[src/rtl/multi_context_pc.sv]
// ----------------------------------------------------------------------------
// multi_context_pc
//
// Program counter for a multiprogrammed core. Context 0 is the kernel; contexts
// 1..NUM_CTX-1 are user programs, each confined to a REGION_SIZE-word region
// starting at base(c) = c*REGION_SIZE. A saved-PC table lets the kernel resume
// any context. Quantum expiry, yield and exit trap back to KERNEL_VEC.
//
// Optional feature macro: PC_BOUNDS_CHECK_EN
//   When defined, a user-context next address outside its region raises a
//   fault trap (cause 100) instead of being loaded. The kernel is never checked.
//
// Ports
//   clock, reset         rising-edge clock, synchronous active-low reset
//   stop                 freeze all state (quantum load still honoured)
//   defquantum           load quantum register from quantum_val (0 = off)
//   dispatch*            kernel request to enter a context (fresh or resume)
//   yield, exit          user requests to return to kernel
//   desvio, zero,        branch code and ALU flags
//   negativo
//   novoEnd              region-relative branch target
//   novoEndR             absolute branch target / yield next-context hint
//   endereco             current fetch address
//   enderecoSpc          PC saved at the last trap
//   ctx_atual            running context
//   next_ctx             scheduler hint for the kernel
//   trap_valid           one-cycle trap pulse
//   trap_cause           001 quantum, 010 yield, 011 exit, 100 fault
//
// Handshake: all requests are level-sampled on the rising edge; there is no
// ready. A dispatch is accepted only from the kernel with a legal context;
// otherwise it is dropped silently. All outputs are registered.
// ----------------------------------------------------------------------------
module multi_context_pc #(
    parameter int          ADDR_W      = 32,
    parameter int          NUM_CTX     = 4,
    parameter int          REGION_SIZE = 200,
    parameter int unsigned KERNEL_VEC  = 0,
    localparam int         CTX_W       = (NUM_CTX > 2) ? $clog2(NUM_CTX) : 1
) (
    input  logic              clock,
    input  logic              reset,
    input  logic              stop,
    input  logic              defquantum,
    input  logic [ADDR_W-1:0] quantum_val,
    input  logic              dispatch,
    input  logic [CTX_W-1:0]  dispatch_ctx,
    input  logic              dispatch_resume,
    input  logic [ADDR_W-1:0] dispatch_pc,
    input  logic              yield,
    input  logic              exit,
    input  logic [2:0]        desvio,
    input  logic              zero,
    input  logic              negativo,
    input  logic [ADDR_W-1:0] novoEnd,
    input  logic [ADDR_W-1:0] novoEndR,
    output logic [ADDR_W-1:0] endereco,
    output logic [ADDR_W-1:0] enderecoSpc,
    output logic [CTX_W-1:0]  ctx_atual,
    output logic [CTX_W-1:0]  next_ctx,
    output logic              trap_valid,
    output logic [2:0]        trap_cause
);

    typedef enum logic [2:0] {
        CAUSE_NONE    = 3'b000,
        CAUSE_QUANTUM = 3'b001,
        CAUSE_YIELD   = 3'b010,
        CAUSE_EXIT    = 3'b011,
        CAUSE_FAULT   = 3'b100
    } cause_e;

    localparam logic [ADDR_W-1:0] KVEC   = ADDR_W'(KERNEL_VEC);
    localparam logic [ADDR_W-1:0] ONE    = ADDR_W'(1);
    localparam logic [ADDR_W-1:0] CNT_MAX = '1;

    function automatic logic [ADDR_W-1:0] ctx_base(input logic [CTX_W-1:0] c);
        return ADDR_W'(c) * ADDR_W'(REGION_SIZE);
    endfunction

    // ------------------------------------------------------------------
    // State
    // ------------------------------------------------------------------
    logic [ADDR_W-1:0] endereco_q,    endereco_d;
    logic [ADDR_W-1:0] spc_q,         spc_d;
    logic [CTX_W-1:0]  ctx_q,         ctx_d;
    logic [CTX_W-1:0]  next_ctx_q,    next_ctx_d;
    logic              trap_valid_q,  trap_valid_d;
    cause_e            cause_q,       cause_d;
    logic [ADDR_W-1:0] count_q,       count_d;
    logic [ADDR_W-1:0] quantum_q;
    logic [ADDR_W-1:0] saved_pc_q [NUM_CTX];

    // saved-PC table write port (always targets the running context)
    logic              sp_we;
    logic [ADDR_W-1:0] sp_val;

    // ------------------------------------------------------------------
    // Next-address computation
    // ------------------------------------------------------------------
    logic [ADDR_W-1:0] base_cur;
    logic [ADDR_W-1:0] seq_pc;
    logic [ADDR_W-1:0] rel_tgt;
    logic [ADDR_W-1:0] branch_pc;

    always_comb begin
        base_cur = ctx_base(ctx_q);
        seq_pc   = endereco_q + ONE;
        rel_tgt  = novoEnd + base_cur;
        unique case (desvio)
            3'b001:  branch_pc = rel_tgt;
            3'b010:  branch_pc = zero              ? rel_tgt : seq_pc;
            3'b100:  branch_pc = !zero             ? rel_tgt : seq_pc;
            3'b101:  branch_pc = negativo          ? rel_tgt : seq_pc;
            3'b110:  branch_pc = (negativo | zero) ? rel_tgt : seq_pc;
            3'b011:  branch_pc = novoEndR;
            default: branch_pc = seq_pc;          // 000 and 111
        endcase
    end

    // ------------------------------------------------------------------
    // Trap and dispatch qualification
    // ------------------------------------------------------------------
    logic in_user;
    logic seq_slot;
    logic trap_exit, trap_yield, trap_quantum, trap_fault, trap_any;
    logic disp_ok;

    always_comb begin
        in_user      = (ctx_q != '0);
        // voluntary and quantum traps only on plain sequential cycles
        seq_slot     = in_user && (desvio == 3'b000);
        trap_exit    = seq_slot && exit;
        trap_yield   = seq_slot && yield;
        trap_quantum = seq_slot && (quantum_q != '0) && (count_q >= quantum_q);
`ifdef PC_BOUNDS_CHECK_EN
        // offset arithmetic handles regions that straddle the 2^ADDR_W wrap
        trap_fault   = in_user &&
                       ((branch_pc - base_cur) >= ADDR_W'(REGION_SIZE));
`else
        trap_fault   = 1'b0;
`endif
        trap_any     = trap_exit || trap_yield || trap_quantum || trap_fault;
        disp_ok      = dispatch && !in_user && (int'(dispatch_ctx) < NUM_CTX);
    end

    // ------------------------------------------------------------------
    // Next-state logic
    // ------------------------------------------------------------------
    always_comb begin
        endereco_d   = endereco_q;
        spc_d        = spc_q;
        ctx_d        = ctx_q;
        next_ctx_d   = next_ctx_q;
        trap_valid_d = 1'b0;   // pulse; also dropped while stopped
        cause_d      = cause_q;
        count_d      = count_q;
        sp_we        = 1'b0;
        sp_val       = endereco_q;

        if (stop) begin
            // hold everything
        end else if (disp_ok) begin
            ctx_d      = dispatch_ctx;
            count_d    = '0;
            endereco_d = dispatch_resume ? saved_pc_q[dispatch_ctx]
                                         : dispatch_pc + ctx_base(dispatch_ctx);
        end else if (trap_any) begin
            // exit and fault record the current PC, others the return PC
            if (trap_exit) begin
                cause_d = CAUSE_EXIT;
                sp_val  = endereco_q;
            end else if (trap_yield) begin
                cause_d = CAUSE_YIELD;
                sp_val  = seq_pc;
            end else if (trap_quantum) begin
                cause_d = CAUSE_QUANTUM;
                sp_val  = seq_pc;
            end else begin
                cause_d = CAUSE_FAULT;
                sp_val  = endereco_q;
            end
            sp_we        = 1'b1;
            spc_d        = sp_val;
            endereco_d   = KVEC;
            ctx_d        = '0;
            count_d      = '0;
            trap_valid_d = 1'b1;
            if (trap_yield && !trap_exit) begin
                next_ctx_d = novoEndR[CTX_W-1:0];
            end else if (int'(ctx_q) >= NUM_CTX - 1) begin
                next_ctx_d = CTX_W'(1);
            end else begin
                next_ctx_d = ctx_q + CTX_W'(1);
            end
        end else begin
            endereco_d = branch_pc;
            if (in_user && (count_q != CNT_MAX)) begin
                count_d = count_q + ONE;
            end
        end
    end

    // ------------------------------------------------------------------
    // Registers
    // ------------------------------------------------------------------
    always_ff @(posedge clock) begin
        if (!reset) begin
            endereco_q   <= KVEC;
            spc_q        <= '0;
            ctx_q        <= '0;
            next_ctx_q   <= CTX_W'(1);
            trap_valid_q <= 1'b0;
            cause_q      <= CAUSE_NONE;
            count_q      <= '0;
        end else begin
            endereco_q   <= endereco_d;
            spc_q        <= spc_d;
            ctx_q        <= ctx_d;
            next_ctx_q   <= next_ctx_d;
            trap_valid_q <= trap_valid_d;
            cause_q      <= cause_d;
            count_q      <= count_d;
        end
    end

    // quantum register ignores stop
    always_ff @(posedge clock) begin
        if (!reset) begin
            quantum_q <= '0;
        end else if (defquantum) begin
            quantum_q <= quantum_val;
        end
    end

    always_ff @(posedge clock) begin
        if (!reset) begin
            for (int i = 0; i < NUM_CTX; i++) begin
                saved_pc_q[i] <= ctx_base(CTX_W'(i));
            end
        end else if (sp_we) begin
            saved_pc_q[ctx_q] <= sp_val;
        end
    end

    assign endereco    = endereco_q;
    assign enderecoSpc = spc_q;
    assign ctx_atual   = ctx_q;
    assign next_ctx    = next_ctx_q;
    assign trap_valid  = trap_valid_q;
    assign trap_cause  = cause_q;

endmodule

[config.mk]
export PLATFORM = sky130hd
export DESIGN_NAME = multi_context_pc
export DESIGN_NICKNAME = d
export VERILOG_FILES = /design/src/rtl/multi_context_pc.sv
export SDC_FILE = /design/constraint.sdc
export NUM_CORES = 1
export LEC_CHECK = 0
export CELL_PAD_IN_SITES_DETAIL_PLACEMENT = 1
export CELL_PAD_IN_SITES_GLOBAL_PLACEMENT = 2
export CORE_UTILIZATION = 30
export CTS_BUF_LIST = sky130_fd_sc_hd__clkbuf_4 sky130_fd_sc_hd__clkbuf_8
export CTS_CLUSTER_DIAMETER = 200
export DETAILED_ROUTE_END_ITERATION = 8
export PLACE_DENSITY = 0.75
export SLEW_MARGIN = 20
export SYNTH_ARGS = -nofsm -noshare
export SYNTH_HDL_FRONTEND = slang
export SYNTH_SLANG_ARGS = --single-unit
export TNS_END_PERCENT = 20
[constraint.sdc]
create_clock -name clock -period 6.08 [get_ports clock]
set_clock_uncertainty 0.1 [all_clocks]
set_input_delay 1.824 -clock clock [delete_from_list [all_inputs] [get_ports clock]]
set_output_delay 1.824 -clock clock [all_outputs]
set_load 0.01 [all_outputs]
; Word-level counts from Yosys, hierarchy flattened
; Memory sizes are Yosys's and may differ from the RTL's.
; Index checks and enable logic that the tools add are counted.
; Widths: inputs -> output; s select.
[op_classes]
multipliers = 2
mux = 34
n_reduce_logical = 21
add_sub_neg = 5
order_cmp = 2
eq_ne = 7
bitwise_logic = 3
[ops]
columns = operator, n
row1 = $mux 32, 17
row2 = $pmux 32 s6, 1
row3 = $add 32x1->32 const B, 2
row4 = $add 32x10->32, 2
row5 = $ge 32x32->1, 1
row6 = $ne 32x32->1 const B, 1
row7 = $reduce_bool 32->1, 1
row8 = $reduce_or 32->1, 1
row9 = $mul 2x5->7 const B, 2
row10 = $mux 2, 5
row11 = $eq 3x3->1 const B, 3
row12 = $mux 3, 3
row13 = $logic_and 1x1->1, 8
row14 = $mux 1, 8
row15 = $eq 3x2->1 const B, 2
row16 = $reduce_and 2->1, 2
row17 = $reduce_bool 2->1, 2
row18 = $eq 3x1->1 const B, 1
row19 = $logic_not 3->1, 1
row20 = $reduce_and 3->1, 1
row21 = $reduce_bool 3->1, 1
row22 = $add 2x1->2 const B, 1
row23 = $ge 2x2->1 const B, 1
row24 = $logic_not 1->1, 2
row25 = 3 further kinds, 5
[word_totals]
ram_bits = 128
reg_bits = 136
n_memories = 1
output_inout_bits = 72
word_cells = 83
[mem_list]
columns = memory, words, width, read_ports, rd_ports_with_merged_regs, wr, line_no
row1 = saved_pc_q, 4, 32, 1, 0, 4, 92  ; logic [ADDR_W-1:0] saved_pc_q [NUM_CTX];

; Depth between registers and ports, before layout
[depth]
ltp_word = 13
ltp_mapped = 15
depth_no_buf = 12

; Worst setup path after synthesis
; No wires, ideal clock.
[synth_path]
kind = input port to flip-flop
start = input desvio[2]
end = memory saved_pc_q[3][0] (enable)
arrival_ns = 5.689
setup_time_ns = 0.470
path_buffers = 2
path_stages = 9
t_required_ns = 5.510
setup_slack_ns = -0.179
path_cell_list = or3_1 buf_2 nor2_8 o21a_1 and4_4 a21o_4 o21ai_0 clkbuf_1 o31ai_1
[synth_rtl]
columns = item, line_no
row1 = from (decl), 52  ; input logic [2:0] desvio,
row2 = to (decl), 92

==> impl_metrics.ini <==
[run_status]
status = finished, final reports clean

[pwr]
p_leak_nw = 6.84
pwr-share-seq_pct = 42.8
p_sw_mw = 1.31
swShare_pct = 28.1
peakVddDrop_v = 0.000156
p_clk_share_pct = 42.0
powerDensity_nw_per_um2 = 242
internal_power_mw = 3.35
p_comb_share_pct = 15.1

[critical_path]
crit_path_top_delay_cell = or3_1
worstPathCellList = clkdlybuf4s50_1 -> or3_1 -> nor2_8 -> o21a_1 -> and4_4 -> a21o_4 -> o211ai_4 -> or3_1 -> nand2_1 -> buf_4
path_buf_inv = 2
slowest_delay_ns = 0.65
start_kind = primary input
worstPathMaxFanout = 32
arrival_ns = 5.13
crit_path_end_kind = flop
r2r-start = ctx_atual[0]
cp-startpoint = desvio[2]
cp.required_ns = 6.27
path_common_cell = or3_1
critical_path.top_delay_family = simple AND/OR/NAND/NOR gates
worstSetupPathType = primary input to flop

[cts]
htree_levels = 2
clk_latency_ns = 0.65
clockBufferDepth = 3
cts_setup_buffers = 0
clkSinkCount = 264
hold_buffers = 0
cts_root_buffer = clkbuf_8
cts.repair.resized = 0
cts_made_buffers = 49
clk_pin_slew_ns = 0.05
cts_tree = yes

[routing]
wl_per_cell_um = 23.6
drt-total-wl_um = 59400
firstDrtPassIters = 7
vias = 13600
drtIter0Drc = 979
drc = 0
viasPerCell = 5.38
drtAntennaViolNets = 0

[synth]
yosysWarnings = 0
synth_flop_cell = dfxtp_1
synth_most_common_cell = nor2_1
yosys.area.top_type = edfxtp_1
synth_area_per_cell_um2 = 9.47
ys_ff_latch = 264
synth_cell_type_count = 82
netlist_area_um2 = 15200
synth_nets = 1805
yosysSeqAreaShare_pct = 43.1
synth.area.top_cells = edfxtp_1 25%, dfxtp_1 18%, nor2_1 5.4%
synth_top_area_share_pct = 25.2
synth_edf_count = 128
synthTopCellsByCount = 218 x nor2_1, 136 x dfxtp_1, 128 x edfxtp_1, 110 x o21ai_0, 103 x a21oi_1
synth_cells = 1608
synthArstFlopShare_pct = 0

[timing]
final_hold_viol_count = 0
fmax_mhz = 202
final_max_slew_viol_count = 0
min_period_ns = 4.95
setup_violations = 0
max_slew_margin_pct = 30.3
rsz0062_at_grt = no
setup_tns_ns = 0
finalCritPeriodShare_pct = 81.4
worst_slew_pin_slew_ns = 1.05

[placed_design]
gp_congestion = 0.867
dp_hpwl_um = 43800
dpl_cell_area_um2 = 18100
port_buffers = 214
dp.cells = 2425

[final_layout]
layoutNonFillerInstCount = 2520
syn_to_final_growth_pct = 26.1
fin_nets = 2002
fin_area_um2 = 19200
drive_above_1_share_pct = 10.5
nFillCells = 5672

[flow_run]
cap_violations = 0

[global_route]
grtUsageTotal_pct = 22.8
grt_antenna_before_repair = 2
grt_pass1_wl_um = 87600
grt_max_degree = 49
grt_overflow_total = 0
grt_pass1_vias = 13900

[floorplan]
die_w_um = 227
die-area_um2 = 51700
core_um2 = 50200
fp-row-count = 82
num_io_pins = 215
die_y_um = 227
start_util_pct = 30.4

[worst_hold_path]
worstHoldStart = count_q[9]
min-delay-path-class = flop to flop
[worst paths after layout]
path | end | cells past startpoint | slack [ns]
setup / recovery | saved_pc_q[1][0] | 10 | 1.13
hold / removal | count_q[9] | 1 | 0.43
setup reg to reg | endereco[16] | 11 | 2.10
hold reg to reg | count_q[9] | 1 | 0.43
[through the flow]
step | hold WS, ns | total power, mW | util, % | setup WS, ns
4_1_cts | 0.422 | 4.70 | 38.2 | 1.17
3_3_place_gp | 0.387 | 2.73 | 36.0 | 0.593
3_5_place_dp | 0.405 | 2.74 | 36.0 | 0.506
6_report | 0.426 | 4.66 | 38.3 | 1.13
5_1_grt | 0.446 | 4.83 | 38.3 | 0.986
2_1_floorplan | 0.364 | 2.36 | - | 0.819
[worst register-to-register path, delay by kind of cell (launching register included)]
kind / cells / cell delay [ns]
AO/OA/AOI/OAI: 4 / 1.28
XOR/XNOR: 1 / 0.16
adder cells (fa/ha/maj): 2 / 0.83
buffers and inverters: 1 / 0.33
flip-flops: 1 / 0.63
AND/OR/NAND/NOR: 3 / 0.55
[area by class of cell]
class	count	area, um2	area share [%]
well taps	672	841	4.38
inverters	60	225	1.17
clock buffers	77	947	4.93
flip-flops and latches	264	6570	34.2
repair buffers	253	2450	12.8
clock inverters	15	175	0.912
diodes	2	5.00	0.0260
multi-input cells	1177	8000	41.6
[logic make-up after synthesis]
kind of cell	synth area share (%)
buffers and inverters	4.57
xor gates and xnor gates	6.67
and+or+nand+nor	17.2
DFF	43.1
muxes	7.50
AOI/OAI and AO/OA	16.4
adders and majority gates	4.53
[power by group through the flow]
| stage | sequential, mW | clock (mW) | combinational [mW] |
|---|---|---|---|
| 3_5_place_dp | 2.03 | 0 | 0.703 |
| 5_1_grt | 2.00 | 2.08 | 0.753 |
| 4_1_cts | 1.99 | 2.00 | 0.708 |
| 2_1_floorplan | 2.00 | 0 | 0.363 |
| 3_3_place_gp | 2.03 | 0 | 0.696 |
| 6_report | 2.00 | 1.96 | 0.705 |
[metal layers]
| metal | track usage [%] | vias up | wire length [um] |
|---|---|---|---|
| met5 | 0 | - | 16 |
| li1 | - | 6319 | - |
| met1 | 28.4 | 6770 | 25000 |
| met3 | 4.07 | 92 | 3330 |
| met4 | 7.10 | 2 | 1630 |
| met2 | 39.8 | 367 | 29400 |
[cells in the final DEF (no fill, tap or decap), drive strengths merged, types with 8 or more instances in the layout]
cell type        n
a31oi           12
nor3            26
nor2           219
xnor2           68
nand2           96
o22a             8
mux4            32
buf             42
clkbuf          77
and3            25
clkdlybuf4s50  211
a211oi          12
nand4           42
a22oi           10
dfxtp          136
xor2            48
o21a            13
a21oi          104
ha              52
clkinv          11
and2            16
edfxtp         128
a222oi          16
inv             61
o21ai          114
mux2i           41
nand3           74
nor4            13
or3             11
o211ai          28
[state kept, by name, indices dropped and copies added, names as in the netlist, 2 cells and up]
| register | flops |
|---|---|
| count_q | 32 |
| ctx_atual | 2 |
| endereco | 32 |
| enderecoSpc | 32 |
| next_ctx | 2 |
| quantum_q | 32 |
| saved_pc_q | 128 |
| trap_cause | 3 |
Note: power is estimated with default switching activity, not from simulation.
